$ cat src/rtl/carregador_pkg.sv
// Shared constants for the program loader: FSM state codes, byte width and frame limits.
package carregador_pkg;

  localparam int BYTE_W    = 8;
  localparam int MIN_WORDS = 1;

  localparam logic [BYTE_W-1:0] START_BYTE_DEF = 8'hA5;

  localparam logic [2:0] S_IDLE      = 3'd0;
  localparam logic [2:0] S_GET_COUNT = 3'd1;
  localparam logic [2:0] S_GET_HI    = 3'd2;
  localparam logic [2:0] S_GET_LO    = 3'd3;
  localparam logic [2:0] S_WRITE     = 3'd4;
  localparam logic [2:0] S_GET_CSUM  = 3'd5;
  localparam logic [2:0] S_DONE      = 3'd6;
  localparam logic [2:0] S_ERROR     = 3'd7;

  // A frame must carry at least one word and no more than the memory holds.
  function automatic logic count_ok(input logic [BYTE_W-1:0] n, input int addr_w);
    return (int'(n) >= MIN_WORDS) && (int'(n) <= (1 << addr_w));
  endfunction

endpackage

$ cat src/rtl/carregador_programa_montador_palavra.sv
// montador_palavra: joins hi/lo bytes into one instruction word.
// The XOR checksum accumulator exists only when LOADER_CKSUM_EN is defined.
module montador_palavra
  import carregador_pkg::*;
(
  input  logic                  read_clock,
  input  logic                  reset,
  input  logic                  i_clear,
  input  logic                  i_hi_en,
  input  logic                  i_lo_en,
  input  logic [BYTE_W-1:0]     i_byte,
  output logic [2*BYTE_W-1:0]   o_word
`ifdef LOADER_CKSUM_EN
  ,
  output logic [BYTE_W-1:0]     o_csum
`endif
);

  logic [BYTE_W-1:0] r_hi;
  logic [BYTE_W-1:0] r_lo;

  always_ff @(posedge read_clock or negedge reset) begin
    if (!reset) begin
      r_hi <= '0;
      r_lo <= '0;
    end else if (i_clear) begin
      r_hi <= '0;
      r_lo <= '0;
    end else begin
      if (i_hi_en) r_hi <= i_byte;
      if (i_lo_en) r_lo <= i_byte;
    end
  end

  assign o_word = {r_hi, r_lo};

`ifdef LOADER_CKSUM_EN
  logic [BYTE_W-1:0] r_csum;

  always_ff @(posedge read_clock or negedge reset) begin
    if (!reset) begin
      r_csum <= '0;
    end else if (i_clear) begin
      r_csum <= '0;
    end else if (i_hi_en || i_lo_en) begin
      r_csum <= r_csum ^ i_byte;
    end
  end

  assign o_csum = r_csum;
`endif

endmodule

$ cat src/rtl/carregador_programa.sv
// Program loader: turns a byte stream into sequential program-memory writes, halting the CPU meanwhile.
// Optional trailing XOR checksum byte is enabled with LOADER_CKSUM_EN.
module carregador_programa
  import carregador_pkg::*;
#(
  parameter int                DATA_WIDTH      = 16,
  parameter int                PROG_ADDR_WIDTH = 5,
  parameter logic [BYTE_W-1:0] START_BYTE      = START_BYTE_DEF
) (
  input  logic                       read_clock,
  input  logic                       reset,
  input  logic [BYTE_W-1:0]          byte_data,
  input  logic                       byte_valid,
  output logic                       byte_ready,
  output logic                       mem_we,
  output logic [PROG_ADDR_WIDTH-1:0] mem_addr,
  output logic [DATA_WIDTH-1:0]      mem_data,
  output logic                       cpu_halt,
  output logic                       load_done,
  output logic                       load_error,
  output logic [PROG_ADDR_WIDTH:0]   words_loaded
);

  logic [2:0]                 r_state;
  logic [PROG_ADDR_WIDTH:0]   r_count;
  logic [PROG_ADDR_WIDTH:0]   r_words;
  logic [PROG_ADDR_WIDTH-1:0] r_mem_addr;
  logic                       r_mem_we;
  logic                       r_cpu_halt;
  logic                       r_load_done;
  logic                       r_load_error;

  logic                       w_accept;
  logic                       w_start;
  logic                       w_clear;
  logic                       w_hi_en;
  logic                       w_lo_en;
  logic [2*BYTE_W-1:0]        w_word;
  logic [PROG_ADDR_WIDTH:0]   w_words_inc;
`ifdef LOADER_CKSUM_EN
  logic [BYTE_W-1:0]          w_csum;
`endif

  assign byte_ready  = (r_state != S_WRITE) && (r_state != S_DONE);
  assign w_accept    = byte_valid && byte_ready;
  assign w_start     = w_accept && (byte_data == START_BYTE);
  assign w_clear     = w_start && ((r_state == S_IDLE) || (r_state == S_ERROR));
  assign w_hi_en     = w_accept && (r_state == S_GET_HI);
  assign w_lo_en     = w_accept && (r_state == S_GET_LO);
  assign w_words_inc = r_words + 1'b1;

  montador_palavra u_montador (
    .read_clock (read_clock),
    .reset      (reset),
    .i_clear    (w_clear),
    .i_hi_en    (w_hi_en),
    .i_lo_en    (w_lo_en),
    .i_byte     (byte_data),
    .o_word     (w_word)
`ifdef LOADER_CKSUM_EN
    ,
    .o_csum     (w_csum)
`endif
  );

  always_ff @(posedge read_clock or negedge reset) begin
    if (!reset) begin
      r_state      <= S_IDLE;
      r_count      <= '0;
      r_words      <= '0;
      r_mem_addr   <= '0;
      r_mem_we     <= 1'b0;
      r_cpu_halt   <= 1'b0;
      r_load_done  <= 1'b0;
      r_load_error <= 1'b0;
    end else begin
      r_mem_we    <= 1'b0;
      r_load_done <= 1'b0;
      case (r_state)
        S_IDLE, S_ERROR: begin
          if (w_clear) begin
            r_state      <= S_GET_COUNT;
            r_cpu_halt   <= 1'b1;
            r_words      <= '0;
            r_load_error <= 1'b0;
          end
        end
        S_GET_COUNT: begin
          if (w_accept) begin
            if (count_ok(byte_data, PROG_ADDR_WIDTH)) begin
              r_count <= byte_data[PROG_ADDR_WIDTH:0];
              r_state <= S_GET_HI;
            end else begin
              r_state      <= S_ERROR;
              r_load_error <= 1'b1;
            end
          end
        end
        S_GET_HI: begin
          if (w_accept) r_state <= S_GET_LO;
        end
        S_GET_LO: begin
          // Address is captured here so it is stable for the whole write cycle.
          if (w_accept) begin
            r_state    <= S_WRITE;
            r_mem_we   <= 1'b1;
            r_mem_addr <= r_words[PROG_ADDR_WIDTH-1:0];
          end
        end
        S_WRITE: begin
          r_words <= w_words_inc;
          if (w_words_inc == r_count) begin
`ifdef LOADER_CKSUM_EN
            r_state <= S_GET_CSUM;
`else
            r_state     <= S_DONE;
            r_load_done <= 1'b1;
`endif
          end else begin
            r_state <= S_GET_HI;
          end
        end
`ifdef LOADER_CKSUM_EN
        S_GET_CSUM: begin
          if (w_accept) begin
            if (byte_data == w_csum) begin
              r_state     <= S_DONE;
              r_load_done <= 1'b1;
            end else begin
              r_state      <= S_ERROR;
              r_load_error <= 1'b1;
            end
          end
        end
`endif
        S_DONE: begin
          r_state    <= S_IDLE;
          r_cpu_halt <= 1'b0;
        end
        default: r_state <= S_IDLE;
      endcase
    end
  end

  assign mem_we       = r_mem_we;
  assign mem_addr     = r_mem_addr;
  assign mem_data     = w_word;
  assign cpu_halt     = r_cpu_halt;
  assign load_done    = r_load_done;
  assign load_error   = r_load_error;
  assign words_loaded = r_words;

endmodule

$ cat config.mk
export PLATFORM = sky130hd
export DESIGN_NAME = carregador_programa
export DESIGN_NICKNAME = d
export VERILOG_FILES = /design/src/rtl/carregador_pkg.sv /design/src/rtl/carregador_programa_montador_palavra.sv /design/src/rtl/carregador_programa.sv
export SDC_FILE = /design/constraint.sdc
export NUM_CORES = 1
export LEC_CHECK = 0
export CORE_MARGIN = 4
export CORE_UTILIZATION = 45
export CTS_CLUSTER_SIZE = 28
export DETAILED_ROUTE_END_ITERATION = 6
export PLACE_DENSITY = 0.82
export SYNTH_ARGS = -nofsm -noshare
export SYNTH_HDL_FRONTEND = slang
export SYNTH_SLANG_ARGS = --single-unit
$ cat constraint.sdc
create_clock -name read_clock -period 1.6 [get_ports read_clock]
set_input_delay 0.16 -clock read_clock [delete_from_list [all_inputs] [get_ports read_clock]]
set_output_delay 0.16 -clock read_clock [all_outputs]
set_load 0.05 [all_outputs]
== After elaboration in Yosys (flattened, before gate mapping) ==
Cells that the tools add are included.

* Register bits: 40
* Input port bits: 11
* Logic and storage cells: 72

* Add/sub/neg operators: 1
* Order comparisons: 2
* Equality and inequality tests: 15
* Muxes and demuxes: 23
* Reduce and logical (&&, ||, !) cells: 21

{| class="wikitable"
|+ Operator list
! cell !! count
|-
| $mux 8 || 4
|-
| $mux 3 || 6
|-
| $pmux 3 s5 || 1
|-
| $pmux 6 s2 || 1
|-
| $reduce_bool 2->1 || 5
|-
| $eq 3x3->1 const B || 3
|-
| $eq 8x8->1 const B || 1
|-
| $ge 8x1->1 const B || 1
|-
| $le 8x6->1 const B || 1
|-
| $mux 1 || 8
|-
| $ne 2x2->1 const B || 4
|-
| $reduce_and 4->1 || 2
|-
| $logic_and 1x1->1 || 7
|-
| $add 6x1->6 const B || 1
|-
| $eq 3x2->1 const B || 2
|-
| $eq 6x6->1 || 1
|-
| $mux 6 || 1
|-
| $ne 3x3->1 const B || 2
|-
| $reduce_and 2->1 || 3
|-
| $pmux 1 s2 || 2
|-
| $eq 3x1->1 const B || 1
|-
| $logic_not 3->1 || 1
|-
| $reduce_and 3->1 || 1
|-
| $ne 2x1->1 const B || 1
|-
| 2 further kinds || 2
|}

== Logic depth before layout (Yosys ltp) ==
* Depth after elaboration: 7
* Gate-level depth with buffers: 6
* Mapped depth without buffers: 6

== By module ==
A second synthesis with hierarchy kept.

* Cells, all modules: 187
* Area, all modules: 2,013.2 µm²

{| class="wikitable"
|+ Modules (own cells, without submodules)
! module !! times used !! cells each !! area an instance (µm²)
|-
| carregador_programa || 1 || 135 || 1,353.8
|-
| montador_palavra || 1 || 52 || 659.4
|}

== Least setup slack after synthesis ==
OpenSTA, ideal clock, no wires.

* Kind: flip-flop to flip-flop
* From: reg r_words[2], in the netlist words_loaded[2]
* To: reg r_state[2]
* Setup time: 69 ps
* Arrival: 1,742 ps
* Setup slack: -211 ps
* Cell stages (with the launch flop): 7
* Path buffers: 1
* Clock period less this slack: 1,811 ps
* Cells stage by stage: dfrtp_1 > clkbuf_1 > nand3_1 > or3_1 > a21oi_1 > o31a_1 > nand3b_1

* Word-level cells in the longest chain between the ends: 4

{| class="wikitable"
|+ RTL lines
! element !! line !! RTL
|-
| start: declaration || carregador_programa.sv:26 || <nowiki>logic [PROG_ADDR_WIDTH:0] r_words;</nowiki>
|-
| start signal: assignment || carregador_programa.sv:111 || <nowiki>r_words <= w_words_inc;</nowiki>
|-
| $add 6x1->6 || carregador_programa.sv:50 || <nowiki>assign w_words_inc = r_words + 1'b1;</nowiki>
|-
| $eq 6x6->1 || carregador_programa.sv:112 || <nowiki>if (w_words_inc == r_count) begin</nowiki>
|-
| $mux 3 || carregador_programa.sv:112 ||
|-
| $pmux 3 s5 || carregador_programa.sv:79 || <nowiki>case (r_state)</nowiki>
|-
| end signal: assignment || carregador_programa.sv:82 || <nowiki>r_state <= S_GET_COUNT;</nowiki>
|-
| end signal: assignment || carregador_programa.sv:116 || <nowiki>r_state <= S_DONE;</nowiki>
|-
| end signal: assignment || carregador_programa.sv:120 || <nowiki>r_state <= S_GET_HI;</nowiki>
|-
| end: declaration || carregador_programa.sv:24 || <nowiki>logic [2:0] r_state;</nowiki>
|}

Every way passes these cells.
A chain may end at the register's enable or synchronous reset.

== Final worst setup path ==
* From: in byte_data[3]
* To: reg r_state[2]

* Word-level cells in the longest chain between the ends: 5
* Elaborated cells between the ends (all ways): 11
* Classes of those cells: order compare (2); eq/ne (2); mux (3); reduce/logical (4)

{| class="wikitable"
|+ RTL lines
! element !! line !! RTL
|-
| start: declaration || carregador_programa.sv:12 || <nowiki>input logic [BYTE_W-1:0] byte_data,</nowiki>
|-
| $ge 8x1->1, or another cell as far along || carregador_pkg.sv:20 || <nowiki>return (int'(n) >= MIN_WORDS) && (int'(n) <= (1 << addr_w));</nowiki>
|-
| $logic_and 1x1->1 (on tied branches) || carregador_pkg.sv:20, carregador_programa.sv:46 ||
|-
| $mux 3 or $logic_and 1x1->1 (tied branches) || carregador_programa.sv:90, carregador_programa.sv:47 ||
|-
| $mux 3 or $ne 2x1->1 (tied branches) || -- ||
|-
| $pmux 3 s5 or $reduce_and 4->1 (tied branches) || -- ||
|-
| end signal: assignment || carregador_programa.sv:82 ||
|-
| end signal: assignment || carregador_programa.sv:92 || <nowiki>r_state <= S_GET_HI;</nowiki>
|-
| end signal: assignment || carregador_programa.sv:94 || <nowiki>r_state <= S_ERROR;</nowiki>
|}

Several ways; a longest one is shown, not always the timed one. The select of a mux whose other input is x is not followed.

==> flow_metrics.env <==
export IMPL_cp_max_fo=3
export IMPL_grt_pass1_vias=1698
export IMPL_path_clk_slew_ns=0.08
export IMPL_cts_max_path_buffers=2
export IMPL_final_min_clock_period_ns=1.56
export IMPL_antenna_found_initial=0
export IMPL_dpl_cell_area_um2=2500
export IMPL_grt_overflow_total=0
export IMPL_finalMaxSlewViolations=0
export IMPL_nets=282
export IMPL_dp_hpwl_um=3460
export IMPL_yosysTopAreaCell="dfrtp_1"
export IMPL_drt_iter0_drc=124
export IMPL_core_rowCount=23
export IMPL_drc=0
export IMPL_yosys_top_cells_area="dfrtp_1 (53%), nand2_1 (12%), mux2_1 (3.6%)"
export IMPL_globalplace_congestion=0.823
export IMPL_fill_cells=334
export IMPL_dieArea_um2=5300
export IMPL_numPortBuffers=42
export IMPL_yosysTopAreaCellShare_pct=53.0
export IMPL_drt_wl_total_um=4800
export IMPL_clock_sinks=40
export IMPL_die_x_um=72.8
export IMPL_total_leakage_power_uw=0.00132
export IMPL_maxCapViolCount=0
export IMPL_worstHoldStart="byte_data[1]"
export IMPL_area_delta_synth_final_pct=41.9
export IMPL_place_inst=310
export IMPL_skew_ns=0.00687
export IMPL_grt_max_degree=41
export IMPL_drive_gt1_share_pct=32.8
export IMPL_tightest_slew_ns=0.514
export IMPL_yosysWarnings=0
export IMPL_grt_pass1_wl_um=8120
export IMPL_cts_root_buffer="clkbuf_8"
export IMPL_critPathKind="in -> reg"
export IMPL_rr_endpoint="r_count[2]"
export IMPL_ys_ff_latch=40
export IMPL_vias=1731
export IMPL_fmax_ghz=0.641
export IMPL_worst_slack_ns=0.0410
export IMPL_start_util_pct=46.9
export IMPL_ys_types=36
export IMPL_reg2reg_depth=4
export IMPL_antenna_cells=0
export IMPL_fin_crit_sh_pct=97.4
export IMPL_status="finished, final reports clean"
export IMPL_cellPowerDensity_nw_per_um2=2210
export IMPL_grt_usage_pct=20.0
export IMPL_yosysSeqAreaShare_pct=53.0
export IMPL_finalInstanceArea_um2=2680
export IMPL_crit_required_ns=1.83
export IMPL_maxSlewHeadroom_pct=65.7
export IMPL_critPathCaptureType="register"
export IMPL_finalSetupViolCount=0
export IMPL_boundaryPins=43
export IMPL_firstDrtPassIters=5
export IMPL_wl_per_cell_um=15.0
export IMPL_cts_tree="built"
export IMPL_syn_num_nets=211
export IMPL_dieHeight_um=72.8
export IMPL_min_to="u_montador.r_lo[1]"
export IMPL_hold_violations=0
export IMPL_syn_area_per_cell_um2=9.49
export IMPL_hold_depth=4
export IMPL_rr_startpoint="r_state[0]"
export IMPL_fp_coreArea_um2=4030
export IMPL_ir_worst_vdd_uv=1120
export IMPL_numCtsBuffers=5
export IMPL_ff2ff_setup_slack_ns=0.10
export IMPL_viasPerCell=5.39
export IMPL_start_kind="primary input"
export IMPL_synth_area_um2=1890
export IMPL_arrival_ns=1.79
export IMPL_clock_latency_ns=0.30
export IMPL_worstHoldPathType="in -> reg"
export IMPL_pre_cts_slack_ns=-0.569
export IMPL_design_power_total_uw=5920
export IMPL_drtAntennaViolNets=0
export IMPL_final_cells=321
export IMPL_netlist_instances=199
export IMPL_htreeDepth=2
## sequential cells by signal, summed over array words and instances, names as in the netlist
name,flops
words_loaded,6
load_done,1
r_state,3
u_montador.r_lo,8
mem_addr,5
mem_we,1
u_montador.r_hi,8
cpu_halt,1
load_error,1
r_count,6
## layout by cell type, fill, tap and decap left out, types with 2 or more instances in the layout
master           netlist  routed
buf_4                  0      60
nand2_1               58      58
dfrtp_1               40      37
o21ai_1               11      11
a21oi_1               10      10
xnor2_1                7       7
nand3_1                7       6
nor2_1                 6       6
mux2_4                 0       6
clkbuf_8               0       6
inv_1                  5       5
and3_1                 4       4
nor3_1                 5       4
xor2_1                 3       3
clkdlybuf4s50_1        0       3
dfrtp_2                0       3
nor3b_1                2       2
o31a_1                 2       2
a31oi_1                2       2
o21ai_0                2       2
mux2i_1                2       2
nor4_4                 1       2
o22ai_1                2       2
dlygate4sd2_1          0       2
buf_2                  1       2
buf_6                  0       2
buf_12                 0       2
## report_power, final
group          switching [uW]  internal [uW]
registers                 347           1430
logic                    2090           1170
clock network             368            510
## cell type report
cell class	instances	area, um2	share of cell area, %
multi-input cells	145	881	32.9
inverters	5	18.8	0.700
clock inverters	2	38.8	1.45
flip-flops and latches	40	1000	37.5
repair buffers	73	593	22.1
well taps	50	62.6	2.33
clock buffers	6	82.6	3.08
## logic make-up (layout without fill, tap and decap cells)
group	count (synthesis)	count (layout)	share of synthesized area (%)
AND/OR/NAND/NOR	91	91	23.0
adder cells (fa/ha/maj)	1	1	0.662
multiplexers	8	8	4.64
flip-flops	40	40	53.0
buffers and inverters	14	86	2.85
XOR/XNOR	10	10	4.64
AO/OA/AOI/OAI	35	35	11.2
## metal layers
metal  GRT usage, %  vias to the layer above  part of all wire (%)
met2           31.1                       52                    50
li1               -                      827                     -
met4           7.79                        0                   1.4
met3           5.10                        4                   5.8
met1           26.9                      848                    43
met5              0                        -                     0
## stage by stage
step                setup TNS, ns  hold WS (ns)  utilization, %
floorplan                  -0.276        -0.136               -
global placement            -7.69         0.244            62.0
detailed placement          -9.64         0.251            62.0
CTS                        -0.315         0.190            66.0
global route             -0.00724         0.211            66.6
finish                          0         0.200            66.6
## critical path, cell delays in order
cell and delay [ns]:
buf_6 0.09, or3_4 0.39, buf_4 0.15, nor4_4 0.17, nor4_4 0.10, buf_4 0.14, buf_4 0.12, a2111o_1 0.39
nand3b_1 0.08
## worst max-delay path by stage
stage | from | end | slack, ns | cells past startpoint
3_3_place_gp | byte_data[1] | r_count[2] | -0.51 | 6
4_1_cts | byte_data[3] | r_count[3] | -0.06 | 6
3_5_place_dp | byte_data[1] | r_count[2] | -0.57 | 6
6_report | byte_data[3] | r_state[2] | 0.04 | 9
2_1_floorplan | byte_data[1] | r_count[1] | -0.05 | 5
5_1_grt | byte_data[3] | r_state[2] | -0.004 | 9
## timing repair
action                                  in CTS  in global routing
setup buffers                                2                  0
resized for setup                           21                  4
pin swaps                                    4                  6
endpoints found under the setup margin       8                  8
hold buffers                                 1                  0
endpoints found under the hold margin       40                  0
## synth_stat cells, drive strengths merged
library cell,number
xnor2,7
dfrtp,40
ha,1
a21o,1
nor4,2
mux2,6
o22ai,2
mux2i,2
nor3,5
clkbuf,6
o221ai,1
nand2,58
nor2,6
and3,4
a31oi,2
buf,3
inv,5
and4b,1
xor2,3
and2b,1
a2111o,1
nor3b,2
o31ai,1
or3,2
nand4,1
a311o,1
o21ai,13
a21oi,10
nand3,8
o22a,1
o31a,2
nand3b,1
Power figures use the tool's default switching activity.
